File: config.mk
export PLATFORM = sky130hd
export DESIGN_NAME = triangle_pwm_deadtime
export DESIGN_NICKNAME = d
export VERILOG_FILES = /design/src/rtl/triangle_pwm_deadtime.sv
export SDC_FILE = /design/constraint.sdc
export NUM_CORES = 1
export LEC_CHECK = 0
export CORE_MARGIN = 2
export CORE_UTILIZATION = 45
export CTS_BUF_LIST = sky130_fd_sc_hd__clkbuf_2 sky130_fd_sc_hd__clkbuf_4 sky130_fd_sc_hd__clkbuf_8
export CTS_CLUSTER_DIAMETER = 40
export DETAILED_ROUTE_END_ITERATION = 10
export DONT_BUFFER_PORTS = 1
export GPL_TIMING_DRIVEN = 0
export PLACE_DENSITY = 0.66
export SYNTH_ARGS = -nofsm -noshare
export SYNTH_HDL_FRONTEND = slang
export SYNTH_SLANG_ARGS = --single-unit
File: constraint.sdc
create_clock -name clk -period 1.74 [get_ports clk]
set_input_delay 0.348 -clock clk [delete_from_list [all_inputs] [get_ports clk]]
set_output_delay 0.348 -clock clk [all_outputs]
set_load 0.03 [all_outputs]
File: src/rtl/triangle_pwm_deadtime.sv
// ============================================================================
// triangle_pwm_deadtime
// ----------------------------------------------------------------------------
// Center-aligned PWM with complementary, dead-time protected drives.
//
// The block consumes the count of an external triangle-wave counter and
// compares it against a double-buffered duty value. A new duty value is
// accepted on a valid/ready port into a single pending slot and is only
// promoted to the active compare value at the triangle valley. That way every
// carrier period is generated with a single, consistent duty value.
//
// The raw comparator result is registered and then fed to a small dead-time
// state machine. The machine makes sure the high-side and low-side drives are
// never on together. Between them there is always a both-off gap of
// deadtime+1 clock cycles.
//
// Parameters
//   N     width of the triangle count and of the duty value
//   DT_W  width of the dead-time setting
//
// Ports
//   clk         in   1     clock
//   rst         in   1     synchronous, active-high reset
//   ena         in   1     enable that also advances the triangle counter
//   tri_in      in   N     triangle count, 0..2^N-1..0
//   duty_in     in   N     requested duty compare value
//   duty_valid  in   1     duty_in is valid
//   duty_ready  out  1     pending duty slot is empty; transfer on valid&ready
//   deadtime    in   DT_W  dead-time setting, sampled when DEAD is entered
//   out_hi      out  1     high-side drive
//   out_lo      out  1     low-side drive
//   cycle_start out  1     one-cycle pulse: valley seen, active duty updated
// ============================================================================
module triangle_pwm_deadtime #(
   parameter int N    = 8,
   parameter int DT_W = 6
) (
   input  logic            clk,
   input  logic            rst,
   input  logic            ena,
   input  logic [N-1:0]    tri_in,
   input  logic [N-1:0]    duty_in,
   input  logic            duty_valid,
   output logic            duty_ready,
   input  logic [DT_W-1:0] deadtime,
   output logic            out_hi,
   output logic            out_lo,
   output logic            cycle_start
);

   // Drive states. DEAD is the only state in which both drives are off.
   // It is also the reset state, so no drive can be on while leaving reset.
   typedef enum logic [1:0] {
      DEAD  = 2'd0,
      ON_HI = 2'd1,
      ON_LO = 2'd2
   } pwm_state_t;

   // A valley only counts when the counter actually advances.
   // Holding at zero with ena low is not a new carrier period.
   logic            valley;
   logic            accept;

   logic [N-1:0]    duty_active;
   logic [N-1:0]    pend;
   logic            pend_full;

   logic            raw_q;

   pwm_state_t      state;
   pwm_state_t      state_nxt;
   logic [DT_W-1:0] dt_cnt;
   logic [DT_W-1:0] dt_cnt_nxt;
   logic            target;
   logic            target_nxt;

   assign valley     = ena & (tri_in == '0);
   assign duty_ready = ~pend_full & ~rst;
   assign accept     = duty_valid & duty_ready;

   // Pending duty slot.
   // A beat is only taken while the slot is empty. A beat can therefore
   // never arrive at the same edge as a valley that drains a full slot. When
   // a beat and a valley share an edge with the slot empty, the beat stays
   // pending and is applied at the following valley.
   always_ff @(posedge clk) begin
      if (rst) begin
         pend      <= '0;
         pend_full <= 1'b0;
      end else if (accept) begin
         pend      <= duty_in;
         pend_full <= 1'b1;
      end else if (valley) begin
         pend_full <= 1'b0;
      end
   end

   // Active duty register and period-start pulse.
   // The active compare value only changes at a valley. A valley with an
   // empty slot still reports the start of a new period.
   always_ff @(posedge clk) begin
      if (rst) begin
         duty_active <= '0;
         cycle_start <= 1'b0;
      end else begin
         cycle_start <= valley;
         if (valley && pend_full) begin
            duty_active <= pend;
         end
      end
   end

   // Registered comparator.
   // This runs on every clock, independent of ena, so the PWM keeps
   // tracking tri_in even while the counter is held.
   // Duty 0 gives a constant low. Duty 2^N-1 is high everywhere except at
   // the top of the triangle.
   always_ff @(posedge clk) begin
      if (rst) begin
         raw_q <= 1'b0;
      end else begin
         raw_q <= (tri_in < duty_active);
      end
   end

   // Dead-time state register. Reset forces DEAD, so both drives turn off
   // at the very next edge, whatever they were doing.
   always_ff @(posedge clk) begin
      if (rst) begin
         state  <= DEAD;
         dt_cnt <= '0;
         target <= 1'b0;
      end else begin
         state  <= state_nxt;
         dt_cnt <= dt_cnt_nxt;
         target <= target_nxt;
      end
   end

   // Dead-time next-state logic.
   // Leaving an ON state always passes through DEAD and loads the gap
   // counter. Inside DEAD, target remembers which drive is wanted next. If
   // raw_q changes its mind before the gap has expired, the gap restarts
   // from the full setting. A short comparator blip therefore never turns
   // into a one-cycle pulse on either drive. The counter runs on clk, so the
   // gap length does not depend on ena.
   always_comb begin
      state_nxt  = state;
      dt_cnt_nxt = dt_cnt;
      target_nxt = target;
      case (state)
         ON_HI: begin
            if (!raw_q) begin
               state_nxt  = DEAD;
               target_nxt = 1'b0;
               dt_cnt_nxt = deadtime;
            end
         end
         ON_LO: begin
            if (raw_q) begin
               state_nxt  = DEAD;
               target_nxt = 1'b1;
               dt_cnt_nxt = deadtime;
            end
         end
         DEAD: begin
            if (raw_q != target) begin
               target_nxt = raw_q;
               dt_cnt_nxt = deadtime;
            end else if (dt_cnt == '0) begin
               state_nxt = target ? ON_HI : ON_LO;
            end else begin
               dt_cnt_nxt = dt_cnt - DT_W'(1);
            end
         end
         default: begin
            state_nxt  = DEAD;
            target_nxt = 1'b0;
            dt_cnt_nxt = '0;
         end
      endcase
   end

   // Drives are a pure decode of the registered state. Only one ON state
   // can be encoded at a time, so the two drives are mutually exclusive.
   assign out_hi = (state == ON_HI);
   assign out_lo = (state == ON_LO);

endmodule

==> tab_implementation.tex, run 1 <==
\begin{tabular}{lr}
\hline
Metric & Value \\
\hline
\multicolumn{2}{l}{\textbf{Detailed routing}} \\
\quad First drt pass iteration count & 4 \\
\quad Initial DRC count & 46 \\
\quad DR DRC count & 0 \\
\quad Per-cell via count in the routed design & 5.63 \\
\quad Final wirelength & 3300 µm \\
\quad Vias after detailed routing & 1183 \\
\quad Antenna Violating Nets Remaining & 0 \\
\quad DR WL/cell & 15.7 µm \\
\multicolumn{2}{l}{\textbf{Worst hold path}} \\
\quad Path type of the worst min-delay path & input pin to register \\
\quad Sink of the worst hold path & pend[6] \\
\quad Min-Delay Startpoint & duty\_in[6] \\
\quad Hold Crit Depth & 2 \\
\multicolumn{2}{l}{\textbf{Cells and area}} \\
\quad Antenna Diode Count & 0 \\
\quad Post-layout utilization of the core & 50.6\% \\
\quad Final Net Count & 205 \\
\quad Share of cells above drive strength 1 & about 16\% \\
\quad Layout Cell Area excl Fill & 1700 µm² \\
\quad Area overhead of the layout relative to synthesis & 7.35\% \\
\multicolumn{2}{l}{\textbf{STA}} \\
\quad RSZ-0062 raised after global routing & no \\
\quad Worst-Margin Slew & 0.551 ns \\
\quad Worst-case headroom to the max-slew limit & $\sim$63\% \\
\quad Final critical-path required period & 1.66 ns \\
\quad Final setup skew & 0.00128 ns \\
\quad Peak Freq & 0.603 GHz \\
\quad Final count of negative-setup-slack endpoints & 0 \\
\quad Fin crit share & 95.4\% \\
\quad Number of pins exceeding their max-slew limit in the final report & 0 \\
\quad Setup TNS & 0 ns \\
\quad Worst hold margin & approximately 0.17 ns \\
\quad Fin. Hold Viols & 0 \\
\multicolumn{2}{l}{\textbf{Power and ir drop}} \\
\quad Net load switching power & 767 µW \\
\quad P\_int & 1240 µW \\
\quad Seq pwr share & approximately two fifths \\
\quad Total power per unit cell area & 1180 nW/µm² \\
\quad Sum of internal, switching and leakage power & 2010 µW \\
\quad Fraction of power consumed by the clock network & 13.1\% \\
\quad Share of total power in combinational logic & 45.2\% \\
\quad Switching part of the total & 38.2\% \\
\quad Static Leakage & 0.000630 µW \\
\quad Peak supply drop & 0.622 mV \\
\multicolumn{2}{l}{\textbf{Outcome}} \\
\quad Outcome & finished, final reports clean \\
\multicolumn{2}{l}{\textbf{Logic synthesis}} \\
\quad Multiplexer area fraction after synthesis & between 10\% and 20\% \\
\quad Number of storage elements in the synthesis netlist & 28 \\
\quad Top\_reg\_cell synth & sky130\_fd\_sc\_hd\_\_dfxtp\_1 \\
\quad Dominant combinational cell family by area after synthesis & compound AO/OA/AOI/OAI gates \\
\quad EDFF count, synth & 0 \\
\quad Post-synthesis share of cell area spent on xor and xnor gates & 3.16\% \\
\quad Post-Syn Area & 1580 µm² \\
\quad Number of cells produced by synthesis & 161 \\
\quad Cell type with the highest aggregate area in the netlist & sky130\_fd\_sc\_hd\_\_dfxtp\_1 \\
\quad Proportion of synthesized chip area in sequential cells & 35.4\% \\
\quad Share of the synthesized area in compound gates (AO/OA/AOI/OAI) & 18.2\% \\
\quad Post-Synth Adder-Cell Area & 10.3\% \\
\quad Most area-consuming cells after synthesis & sky130\_fd\_sc\_hd\_\_dfxtp\_1 35\%, sky130\_fd\_sc\_hd\_\_mux2i\_1 11\%, sky130\_fd\_sc\_hd\_\_ha\_1 10\% \\
\quad Avg Synthesized Cell Area & 9.84 µm² \\
\quad Fraction of synthesis flops using an asynchronous set or reset pin & 0\% \\
\quad Number of library cell types mapped by synthesis & 48 \\
\quad Syn Nets & 200 \\
\quad Count of warnings emitted by yosys & 0 \\
\quad Basic-gate share of the synthesized area counting and, or, nand and nor cells & 14.7\% \\
\quad Post-synth top area share & 35.4\% \\
\multicolumn{2}{l}{\textbf{Clock network}} \\
\quad Maximum root-to-sink buffer count & 2 \\
\quad Clock tree from TritonCTS & done \\
\quad Number of sinks on the clock net & 28 \\
\quad H-tree levels & 1 \\
\quad Root buffer selected by CTS & sky130\_fd\_sc\_hd\_\_clkbuf\_4 \\
\quad Worst-path clk slew & 0.14 ns \\
\quad Number of buffers created by CTS & 3 \\
\quad Insertion delay of the later-clocked pin in the worst-skew pair & around 0.32 ns \\
\multicolumn{2}{l}{\textbf{Placement}} \\
\quad Post-placement cell area & 1640 µm² \\
\quad Count of input and output buffers & 0 \\
\quad Final estimated routing congestion in global placement & slightly below 0.8 \\
\quad Post-detailed-placement half-perimeter wirelength & 2530 µm \\
\multicolumn{2}{l}{\textbf{Global routing}} \\
\quad Number of antenna violations at the first check in global routing & 0 \\
\quad All-Layer GR Usage & 17.1\% \\
\quad Final global-route overflow total & 0 \\
\quad Number of global-route vias before repair & 1191 \\
\quad First-pass GRT wire length & between 5000 and 6000 µm \\
\quad Maximum number of pins on one net before global-route repair & 15 \\
\multicolumn{2}{l}{\textbf{Worst setup path}} \\
\quad Arrival @ worst endpoint & 1.91 ns \\
\quad Crit Reg-Reg Startpoint & state[1] \\
\quad Length in cells of the worst reg-to-reg path & 6 \\
\quad Register-to-register setup slack & about 0.08 ns \\
\quad Crit path required time & 1.99 ns \\
\quad Largest driver fanout on the critical path & 5 \\
\quad Capturing element type of the critical path & register \\
\quad CP Launch Type & register \\
\quad Worst setup path category & register to register \\
\quad Reg-to-reg endpoint & dt\_cnt[2] \\
\multicolumn{2}{l}{\textbf{Die}} \\
\quad Area enclosed by the die boundary & $\sim$4000 µm² \\
\quad Y dimension of the die & 63.3 µm \\
\quad Initial core utilization & 47.1\% \\
\quad Number of rows in the core area & 21 \\
\quad Horizontal die dimension & roughly 63 µm \\
\quad Core ar. & 3360 µm² \\
\quad Boundary pin count & 30 \\
\multicolumn{2}{l}{\textbf{Flow run}} \\
\quad Max-cap violations & 0 \\
\hline
\end{tabular}
[cell usage in the layout, fill, tap and decap left out, types with 2 or more instances in the layout]
cell type,synthesis,layout
sky130_fd_sc_hd__xor2_1,2,2
sky130_fd_sc_hd__nor2b_1,4,3
sky130_fd_sc_hd__nor2_1,25,25
sky130_fd_sc_hd__ha_1,13,11
sky130_fd_sc_hd__nor3_1,3,3
sky130_fd_sc_hd__buf_2,2,2
sky130_fd_sc_hd__a32oi_1,2,2
sky130_fd_sc_hd__ha_4,0,2
sky130_fd_sc_hd__o21a_1,3,3
sky130_fd_sc_hd__a2111oi_1,2,2
sky130_fd_sc_hd__o2bb2ai_1,5,5
sky130_fd_sc_hd__clkbuf_4,0,3
sky130_fd_sc_hd__mux2i_1,17,17
sky130_fd_sc_hd__a22oi_1,2,2
sky130_fd_sc_hd__inv_1,12,12
sky130_fd_sc_hd__o211ai_1,2,2
sky130_fd_sc_hd__a21oi_1,4,4
sky130_fd_sc_hd__nand3_1,2,2
sky130_fd_sc_hd__dfxtp_4,0,2
sky130_fd_sc_hd__dfxtp_1,28,25
sky130_fd_sc_hd__mux2_2,2,2
sky130_fd_sc_hd__clkbuf_1,2,2
[power by group through the flow]
stage                     logic (µW)  clock network, µW  registers [µW]
after floorplan                  737                  0             813
after global placement           837                  0             828
after detailed placement         875                  0             836
after CTS                        883                266             824
after global routing            1010                289             853
final                            906                263             838
[critical path: stages, from the launching register on]
cell,delay [ns]
sky130_fd_sc_hd__dfxtp_4,0.40
sky130_fd_sc_hd__inv_1,0.10
sky130_fd_sc_hd__ha_4,0.22
sky130_fd_sc_hd__mux2_2,0.32
sky130_fd_sc_hd__a41oi_4,0.23
sky130_fd_sc_hd__nand2_2,0.14
sky130_fd_sc_hd__o2bb2ai_1,0.18
[metal layers]
| metal | vias up | GRT usage, % | share of wire, % |
|---|---|---|---|
| li1 | 585 | - | - |
| met1 | 564 | 18.6 | 41 |
| met3 | 5 | 5.71 | 7.1 |
| met5 | - | 0 | 0 |
| met2 | 29 | 31.2 | 51 |
| met4 | 0 | 5.43 | 1.2 |
[worst max-delay path by stage]
stage / from / endpoint / slack [ns] / cells after the start
finish: state[1] / dt_cnt[2] / 0.08 / 6
global route: dt_cnt[1] / state[0] / 0.01 / 6
CTS: dt_cnt[0] / state[0] / 0.03 / 5
detailed placement: state[0] / dt_cnt[2] / -0.12 / 6
global placement: state[0] / dt_cnt[0] / -0.03 / 6
floorplan: state[0] / dt_cnt[0] / 0.08 / 6
[registers in the layout, summed over array words and instances (netlist names)]
signal	flops
raw_q	1
duty_active	8
dt_cnt	6
pend	8
cycle_start	1
pend_full	1
state	2
target	1
[logic make-up after synthesis]
| group | Yosys count |
|---|---|
| DFF | 28 |
| muxes | 20 |
| and+or+nand+nor | 45 |
| AOI/OAI and AO/OA | 32 |
| xor gates and xnor gates | 4 |
| buffers and inverters | 19 |
| adders and majority gates | 13 |
[metrics by stage]
| step | instances | worst slack (ns) |
|---|---|---|
| final | 210 | 0.0803 |
| after floorplan | 161 | 0.0758 |
| after global placement | 207 | -0.0259 |
| after CTS | 210 | 0.0273 |
| after global routing | 210 | 0.0144 |
| after detailed placement | 207 | -0.117 |
[cell usage after synthesis (2+ instances only)]
| master | count |
|---|---|
| sky130_fd_sc_hd__a22oi_1 | 2 |
| sky130_fd_sc_hd__nor2_1 | 25 |
| sky130_fd_sc_hd__a21oi_1 | 4 |
| sky130_fd_sc_hd__dfxtp_1 | 28 |
| sky130_fd_sc_hd__xor2_1 | 2 |
| sky130_fd_sc_hd__mux2i_1 | 17 |
| sky130_fd_sc_hd__nor2b_1 | 4 |
| sky130_fd_sc_hd__a32oi_1 | 2 |
| sky130_fd_sc_hd__ha_1 | 13 |
| sky130_fd_sc_hd__nor3_1 | 3 |
| sky130_fd_sc_hd__inv_1 | 12 |
| sky130_fd_sc_hd__o2bb2ai_1 | 5 |
| sky130_fd_sc_hd__a2111oi_1 | 2 |
| sky130_fd_sc_hd__clkbuf_1 | 2 |
| sky130_fd_sc_hd__o21a_1 | 3 |
| sky130_fd_sc_hd__mux2_2 | 2 |
| sky130_fd_sc_hd__nand3_1 | 2 |
| sky130_fd_sc_hd__buf_2 | 2 |
| sky130_fd_sc_hd__o211ai_1 | 2 |
[cell type report]
type	count	area, µm²
clock buffers	3	22.5
inverters	12	45.0
flip-flops and latches	28	569
fillers	344	1660
well taps	46	57.6
multi-input cells	114	965
plain buffers	7	41.3
[timing repair]
action,4_1_cts,5_1_grt
hold buffers,0,0
setup buffers,0,0
setup endpoints to repair,8,8
gates resized for setup,4,6
No activity file was read; power rests on OpenSTA's default activity.
==> run 2, diff against run 1 <==
PLACE_DENSITY = default   (was 0.66)
==> tab_implementation.tex, run 2 (synthesized netlist as in run 1, its figures left out) <==
\begin{tabular}{lr}
\hline
Metric & Value \\
\hline
\multicolumn{2}{l}{\textbf{Outcome}} \\
\quad Outcome & finished, final reports clean (unchanged) \\
\multicolumn{2}{l}{\textbf{Detailed routing}} \\
\quad Final wirelength & 3150 µm (was 3300 µm) \\
\quad Vias after detailed routing & 1156 (was 1183) \\
\quad Per-cell via count in the routed design & 5.48 (was 5.63) \\
\quad Initial DRC count & 44 (was 46) \\
\quad First drt pass iteration count & 4 (unchanged) \\
\quad DR WL/cell & 14.9 µm (was 15.7 µm) \\
\quad Antenna Violating Nets Remaining & 0 (unchanged) \\
\quad DR DRC count & 0 (unchanged) \\
\multicolumn{2}{l}{\textbf{Worst setup path}} \\
\quad CP Launch Type & register (unchanged) \\
\quad Crit-path max cell delay & 0.41 ns (was 0.40 ns) \\
\quad Arrival @ worst endpoint & 1.88 ns (was 1.91 ns) \\
\quad Worst setup path category & register to register (unchanged) \\
\quad Master of the slowest instance on the critical path & sky130\_fd\_sc\_hd\_\_dfxtp\_4 (unchanged) \\
\quad Largest driver fanout on the critical path & 6 (was 5) \\
\quad CP top delay family & flip-flops (was compound AO/OA/AOI/OAI gates) \\
\quad Sequence of cells on the critical path & inv\_1, ha\_2, mux2\_2, a41oi\_4, nor2\_2, o2bb2ai\_1 (was inv\_1, ha\_4, mux2\_2, a41oi\_4, nand2\_2, o2bb2ai\_1) \\
\quad Crit path required time & 1.97 ns (was 1.99 ns) \\
\quad Capturing element type of the critical path & register (unchanged) \\
\quad Number of buffer and inverter instances along the worst setup path & 1 (unchanged) \\
\multicolumn{2}{l}{\textbf{Global routing}} \\
\quad Final global-route overflow total & 0 (unchanged) \\
\quad Number of global-route vias before repair & 1228 (was 1191) \\
\quad First-pass GRT wire length & 5710 µm (was 5410 µm) \\
\quad All-Layer GR Usage & 18.0\% (was 17.1\%) \\
\quad Number of antenna violations at the first check in global routing & 0 (unchanged) \\
\quad Maximum number of pins on one net before global-route repair & 17 (was 15) \\
\multicolumn{2}{l}{\textbf{Power and ir drop}} \\
\quad Static Leakage & 0.000643 µW (was 0.000630 µW) \\
\quad Peak supply drop & 0.672 mV (was 0.622 mV) \\
\quad Sum of internal, switching and leakage power & 2170 µW (was 2010 µW) \\
\quad Total power per unit cell area & 1260 nW/µm² (was 1180 nW/µm²) \\
\multicolumn{2}{l}{\textbf{STA}} \\
\quad Number of pins exceeding their max-slew limit in the final report & 0 (unchanged) \\
\quad Fin crit share & 95.0\% (was 95.4\%) \\
\quad Final critical-path required period & 1.65 ns (was 1.66 ns) \\
\quad RSZ-0062 raised after global routing & no (unchanged) \\
\quad Final count of negative-setup-slack endpoints & 0 (unchanged) \\
\quad Worst-Margin Slew & 0.535 ns (was 0.551 ns) \\
\quad Peak Freq & 0.605 GHz (was 0.603 GHz) \\
\quad Worst-case headroom to the max-slew limit & 64.2\% (was 63.1\%) \\
\quad Worst hold margin & 0.158 ns (was 0.166 ns) \\
\quad Final setup skew & 0.00484 ns (was 0.00128 ns) \\
\quad Fin. Hold Viols & 0 (unchanged) \\
\multicolumn{2}{l}{\textbf{Cells and area}} \\
\quad Final Net Count & 205 (unchanged) \\
\quad Layout Cell Area excl Fill & 1720 µm² (was 1700 µm²) \\
\quad Regs by FF count & duty\_active (8), pend (8), dt\_cnt (6) (unchanged) \\
\quad Post-layout utilization of the core & 51.2\% (was 50.6\%) \\
\quad Share of cells above drive strength 1 & 17.6\% (was 16.5\%) \\
\quad Area overhead of the layout relative to synthesis & 8.77\% (was 7.35\%) \\
\quad \# fillers & 340 (was 344) \\
\quad Final std cells w/o fill & 211 (was 210) \\
\quad Antenna Diode Count & 0 (unchanged) \\
\quad Most used cells in the layout excluding fill and tap cells & 25 x sky130\_fd\_sc\_hd\_\_nor2\_1, 25 x sky130\_fd\_sc\_hd\_\_dfxtp\_1, 17 x sky130\_fd\_sc\_hd\_\_mux2i\_1 (unchanged) \\
\multicolumn{2}{l}{\textbf{Die}} \\
\quad Initial core utilization & 47.1\% (unchanged) \\
\quad Y dimension of the die & 63.3 µm (unchanged) \\
\quad Number of rows in the core area & 21 (unchanged) \\
\quad Boundary pin count & 30 (unchanged) \\
\quad Horizontal die dimension & 63.3 µm (unchanged) \\
\quad Core ar. & 3360 µm² (unchanged) \\
\quad Area enclosed by the die boundary & 4010 µm² (unchanged) \\
\multicolumn{2}{l}{\textbf{Worst hold path}} \\
\quad Path type of the worst min-delay path & input pin to register (unchanged) \\
\multicolumn{2}{l}{\textbf{Placement}} \\
\quad Final estimated routing congestion in global placement & 0.812 (was 0.796) \\
\quad Count of input and output buffers & 0 (unchanged) \\
\quad Post-detailed-placement half-perimeter wirelength & 2510 µm (was 2530 µm) \\
\quad Post-placement cell area & 1640 µm² (unchanged) \\
\quad Cell count after placement & 207 (unchanged) \\
\multicolumn{2}{l}{\textbf{Clock network}} \\
\quad Root buffer selected by CTS & sky130\_fd\_sc\_hd\_\_clkbuf\_4 (unchanged) \\
\quad Number of resized instances in the post-cts repair step & 2 (was 4) \\
\quad Hold\_buf cts & 0 (unchanged) \\
\quad Buffers inserted by post-CTS timing repair & 0 (unchanged) \\
\quad Clock tree from TritonCTS & done (unchanged) \\
\quad Number of sinks on the clock net & 28 (unchanged) \\
\quad Maximum root-to-sink buffer count & 2 (unchanged) \\
\quad H-tree levels & 1 (unchanged) \\
\quad Worst-path clk slew & 0.15 ns (was 0.14 ns) \\
\quad Number of buffers created by CTS & 3 (unchanged) \\
\quad Insertion delay of the later-clocked pin in the worst-skew pair & 0.33 ns (was 0.32 ns) \\
\multicolumn{2}{l}{\textbf{Flow run}} \\
\quad Max-cap violations & 0 (unchanged) \\
\hline
\end{tabular}
==> run 2: metrics by stage <==
step,TNS (ns),setup WS (ns)
floorplan,0,0.0758
global placement,-0.233,-0.0421
detailed placement,-0.391,-0.0683
CTS,0,0.0256
global route,0,0.0219
finish,0,0.0864
==> run 2: layer usage <==
| layer | global-route usage (%) | vias to the layer above | share of wire, % |
|---|---|---|---|
| met5 | 0 | - | 0 |
| met4 | 5.43 | 0 | 0.86 |
| met3 | 3.75 | 2 | 3.5 |
| met2 | 33.6 | 21 | 55 |
| met1 | 20.3 | 546 | 40 |
| li1 | - | 587 | - |
==> run 2: worst register-to-register path, cell delays in order (launching register included) <==
cell and delay, ns:
sky130_fd_sc_hd__dfxtp_4 0.41, sky130_fd_sc_hd__inv_1 0.08, sky130_fd_sc_hd__ha_2 0.25, sky130_fd_sc_hd__mux2_2 0.33, sky130_fd_sc_hd__a41oi_4 0.23, sky130_fd_sc_hd__nor2_2 0.12, sky130_fd_sc_hd__o2bb2ai_1 0.14
==> run 2: path summary, 6_finish.rpt <==
check / start / end / slack (ns) / cells past startpoint
worst max register to register: state[1] / dt_cnt[0] / 0.09 / 6
worst max-delay path: state[1] / dt_cnt[0] / 0.09 / 6
worst min register to register: duty_active[1] / duty_active[1] / 0.52 / 2
worst min-delay path: duty_in[4] / pend[4] / 0.16 / 2
==> run 2: power breakdown <==
group | internal [µW] | switching, µW | total [µW]
combinational | 431 | 480 | 911
clock | 233 | 187 | 420
sequential | 731 | 110 | 841
total | 1400 | 777 | 2170
==> run 2: cell type report <==
cell class	count	area, µm²	share of cell area, %
Inverter	12	45.0	2.61
Clock buffer	3	22.5	1.31
Tap cell	46	57.6	3.34
Clock inverter	1	30.0	1.74
Sequential cell	28	567	32.9
Multi-Input combinational cell	114	960	55.7
Buffer	7	41.3	2.40
==> run 3, diff against run 2 <==
CTS_BUF_LIST = sky130_fd_sc_hd__clkbuf_16   (was sky130_fd_sc_hd__clkbuf_2 sky130_fd_sc_hd__clkbuf_4 sky130_fd_sc_hd__clkbuf_8)
MAX_ROUTING_LAYER = met4   (was default)
==> tab_implementation.tex, run 3 (synthesized netlist as in run 1, its figures left out) <==
\begin{tabular}{lr}
\hline
Metric & Value \\
\hline
\multicolumn{2}{l}{\textbf{Outcome}} \\
\quad Outcome & finished, final reports clean (unchanged) \\
\multicolumn{2}{l}{\textbf{Die}} \\
\quad Core ar. & 3360 µm² (unchanged) \\
\quad Boundary pin count & 30 (unchanged) \\
\quad Y dimension of the die & 63.3 µm (unchanged) \\
\quad Number of rows in the core area & 21 (unchanged) \\
\quad Initial core utilization & 47.1\% (unchanged) \\
\quad Area enclosed by the die boundary & 4010 µm² (unchanged) \\
\quad Horizontal die dimension & 63.3 µm (unchanged) \\
\multicolumn{2}{l}{\textbf{Worst setup path}} \\
\quad Crit path required time & 1.89 ns (was 1.97 ns) \\
\quad Master of the slowest instance on the critical path & sky130\_fd\_sc\_hd\_\_dfxtp\_2 (was sky130\_fd\_sc\_hd\_\_dfxtp\_4) \\
\quad Crit-path max cell delay & 0.37 ns (was 0.41 ns) \\
\quad Arrival @ worst endpoint & 1.82 ns (was 1.88 ns) \\
\quad Capturing element type of the critical path & register (unchanged) \\
\quad Reg-to-reg endpoint & dt\_cnt[2] (was dt\_cnt[0]) \\
\quad Path length in cells of the critical path & 6 (unchanged) \\
\quad Worst setup path category & register to register (unchanged) \\
\quad CP Launch Type & register (unchanged) \\
\quad CP top delay family & flip-flops (unchanged) \\
\quad Register-to-register setup slack & 0.07 ns (was 0.09 ns) \\
\quad Largest driver fanout on the critical path & 6 (unchanged) \\
\quad Number of buffer and inverter instances along the worst setup path & 1 (unchanged) \\
\quad Sequence of cells on the critical path & inv\_1, ha\_2, mux2\_2, a41oi\_4, nor2\_2, o2bb2ai\_1 (unchanged) \\
\quad Crit Reg-Reg Startpoint & state[0] (was state[1]) \\
\quad Length in cells of the worst reg-to-reg path & 6 (unchanged) \\
\quad CP Launch Point & state[0] (was state[1]) \\
\quad Critical Path End & dt\_cnt[2] (was dt\_cnt[0]) \\
\multicolumn{2}{l}{\textbf{Global routing}} \\
\quad Maximum number of pins on one net before global-route repair & 17 (unchanged) \\
\quad Number of antenna violations at the first check in global routing & 0 (unchanged) \\
\quad Final global-route overflow total & 0 (unchanged) \\
\quad Number of global-route vias before repair & 1206 (was 1228) \\
\quad All-Layer GR Usage & 18.4\% (was 18.0\%) \\
\quad First-pass GRT wire length & 5710 µm (unchanged) \\
\multicolumn{2}{l}{\textbf{STA}} \\
\quad Fin crit share & 95.9\% (was 95.0\%) \\
\quad Final count of negative-setup-slack endpoints & 0 (unchanged) \\
\quad Number of pins exceeding their max-slew limit in the final report & 0 (unchanged) \\
\quad Worst hold margin & 0.236 ns (was 0.158 ns) \\
\quad Final critical-path required period & 1.67 ns (was 1.65 ns) \\
\quad Worst-case headroom to the max-slew limit & 64.2\% (about the same) \\
\quad Worst-Margin Slew & 0.535 ns (about the same) \\
\quad Peak Freq & 0.599 GHz (was 0.605 GHz) \\
\quad Final setup skew & 0.00276 ns (was 0.00484 ns) \\
\quad Fin. Hold Viols & 0 (unchanged) \\
\multicolumn{2}{l}{\textbf{Clock network}} \\
\quad H-tree levels & 1 (unchanged) \\
\quad Insertion delay of the later-clocked pin in the worst-skew pair & 0.26 ns (was 0.33 ns) \\
\quad Clock tree from TritonCTS & done (unchanged) \\
\quad Number of buffers created by CTS & 3 (unchanged) \\
\quad Maximum root-to-sink buffer count & 2 (unchanged) \\
\quad Worst-path clk slew & 0.07 ns (was 0.15 ns) \\
\quad Buffers inserted by post-CTS timing repair & 0 (unchanged) \\
\quad Root buffer selected by CTS & sky130\_fd\_sc\_hd\_\_clkbuf\_16 (was sky130\_fd\_sc\_hd\_\_clkbuf\_4) \\
\quad Number of sinks on the clock net & 28 (unchanged) \\
\multicolumn{2}{l}{\textbf{Detailed routing}} \\
\quad Vias after detailed routing & 1166 (was 1156) \\
\quad Initial DRC count & 46 (was 44) \\
\quad Final wirelength & 3220 µm (was 3150 µm) \\
\quad Antenna Violating Nets Remaining & 0 (unchanged) \\
\quad DR DRC count & 0 (unchanged) \\
\quad DR WL/cell & 15.2 µm (was 14.9 µm) \\
\quad Per-cell via count in the routed design & 5.53 (was 5.48) \\
\quad First drt pass iteration count & 4 (unchanged) \\
\multicolumn{2}{l}{\textbf{Cells and area}} \\
\quad Share of cells above drive strength 1 & 17.0\% (was 17.6\%) \\
\quad Final Net Count & 205 (unchanged) \\
\quad Final std cells w/o fill & 211 (unchanged) \\
\quad Area overhead of the layout relative to synthesis & 11.2\% (was 8.77\%) \\
\quad Most common library cell in the layout ignoring fill and taps & sky130\_fd\_sc\_hd\_\_dfxtp\_1 \\
\quad Regs by FF count & duty\_active (8), pend (8), dt\_cnt (6) (unchanged) \\
\quad \# fillers & 336 (was 340) \\
\quad Most used cells in the layout excluding fill and tap cells & 26 x sky130\_fd\_sc\_hd\_\_dfxtp\_1, 25 x sky130\_fd\_sc\_hd\_\_nor2\_1, 17 x sky130\_fd\_sc\_hd\_\_mux2i\_1 (was 25 x sky130\_fd\_sc\_hd\_\_nor2\_1, 25 x sky130\_fd\_sc\_hd\_\_dfxtp\_1, 17 x sky130\_fd\_sc\_hd\_\_mux2i\_1) \\
\quad Antenna Diode Count & 0 (unchanged) \\
\multicolumn{2}{l}{\textbf{Placement}} \\
\quad Post-detailed-placement half-perimeter wirelength & 2510 µm (unchanged) \\
\quad Final estimated routing congestion in global placement & 0.824 (was 0.812) \\
\quad Count of input and output buffers & 0 (unchanged) \\
\quad Cell count after placement & 207 (unchanged) \\
\multicolumn{2}{l}{\textbf{Power and ir drop}} \\
\quad Peak supply drop & 0.735 mV (was 0.672 mV) \\
\quad Static Leakage & 0.000663 µW (was 0.000643 µW) \\
\quad Total power per unit cell area & 1360 nW/µm² (was 1260 nW/µm²) \\
\multicolumn{2}{l}{\textbf{Flow run}} \\
\quad Max-cap violations & 0 (unchanged) \\
\multicolumn{2}{l}{\textbf{Worst hold path}} \\
\quad Path type of the worst min-delay path & input pin to register (unchanged) \\
\hline
\end{tabular}
## run 3: repair_timing
item                                    CTS  global route
hold buffers                              0             0
gates resized for setup                   2             4
endpoints found under the setup margin    7             8
## run 3: how the worst min path moves through the flow
stage	startpoint	end	cells past startpoint
2_1_floorplan	pend[0]	pend[0]	2
3_3_place_gp	pend[0]	pend[0]	2
3_5_place_dp	pend[0]	pend[0]	2
4_1_cts	duty_in[0]	pend[0]	2
5_1_grt	duty_in[0]	pend[0]	2
6_report	duty_in[4]	pend[4]	2
## run 3: worst reg2reg max path: cells and delay by family, from the launching register on
| family | cells | cell delay, ns |
|---|---|---|
| and+or+nand+nor | 1 | 0.12 |
| buffers and inverters | 1 | 0.10 |
| DFF | 1 | 0.37 |
| AOI/OAI and AO/OA | 2 | 0.37 |
| muxes | 1 | 0.33 |
| adders and majority gates | 1 | 0.28 |
## run 3: through the flow
stage	worst slack [ns]	utilization, %	total power, µW	area (µm²)	setup TNS [ns]
2_1_floorplan	0.0758	-	1550	1580	0
3_3_place_gp	-0.0421	48.8	1670	1640	-0.233
3_5_place_dp	-0.0683	48.8	1720	1640	-0.391
4_1_cts	0.0359	52.1	2400	1750	0
5_1_grt	-0.00361	52.4	2540	1760	-0.00770
6_report	0.0711	52.4	2400	1760	0
## run 3: final cells by class
cell class / instances / area, µm² / share of cell area, %
buffer: 7 / 41.3 / 2.34
inverter: 12 / 45.0 / 2.56
clock inverter: 1 / 30.0 / 1.70
sequential: 28 / 563 / 32.0
tap: 46 / 57.6 / 3.27
multi-input combinational: 114 / 950 / 53.9
clock buffer: 3 / 75.1 / 4.26
## run 3: where the power goes
part           leakage [µW]  switching [µW]  internal (µW)
combinational      0.000382             480            419
clock             0.0000511             214            458
sequential         0.000230             104            725
## run 3: layer usage
metal	up-vias	GRT usage [%]	share of wire (%)
met1	558	20.4	40
met3	2	3.57	3.0
met5	-	-	0
met4	0	4.08	0.78
li1	590	-	-
met2	16	33.9	56
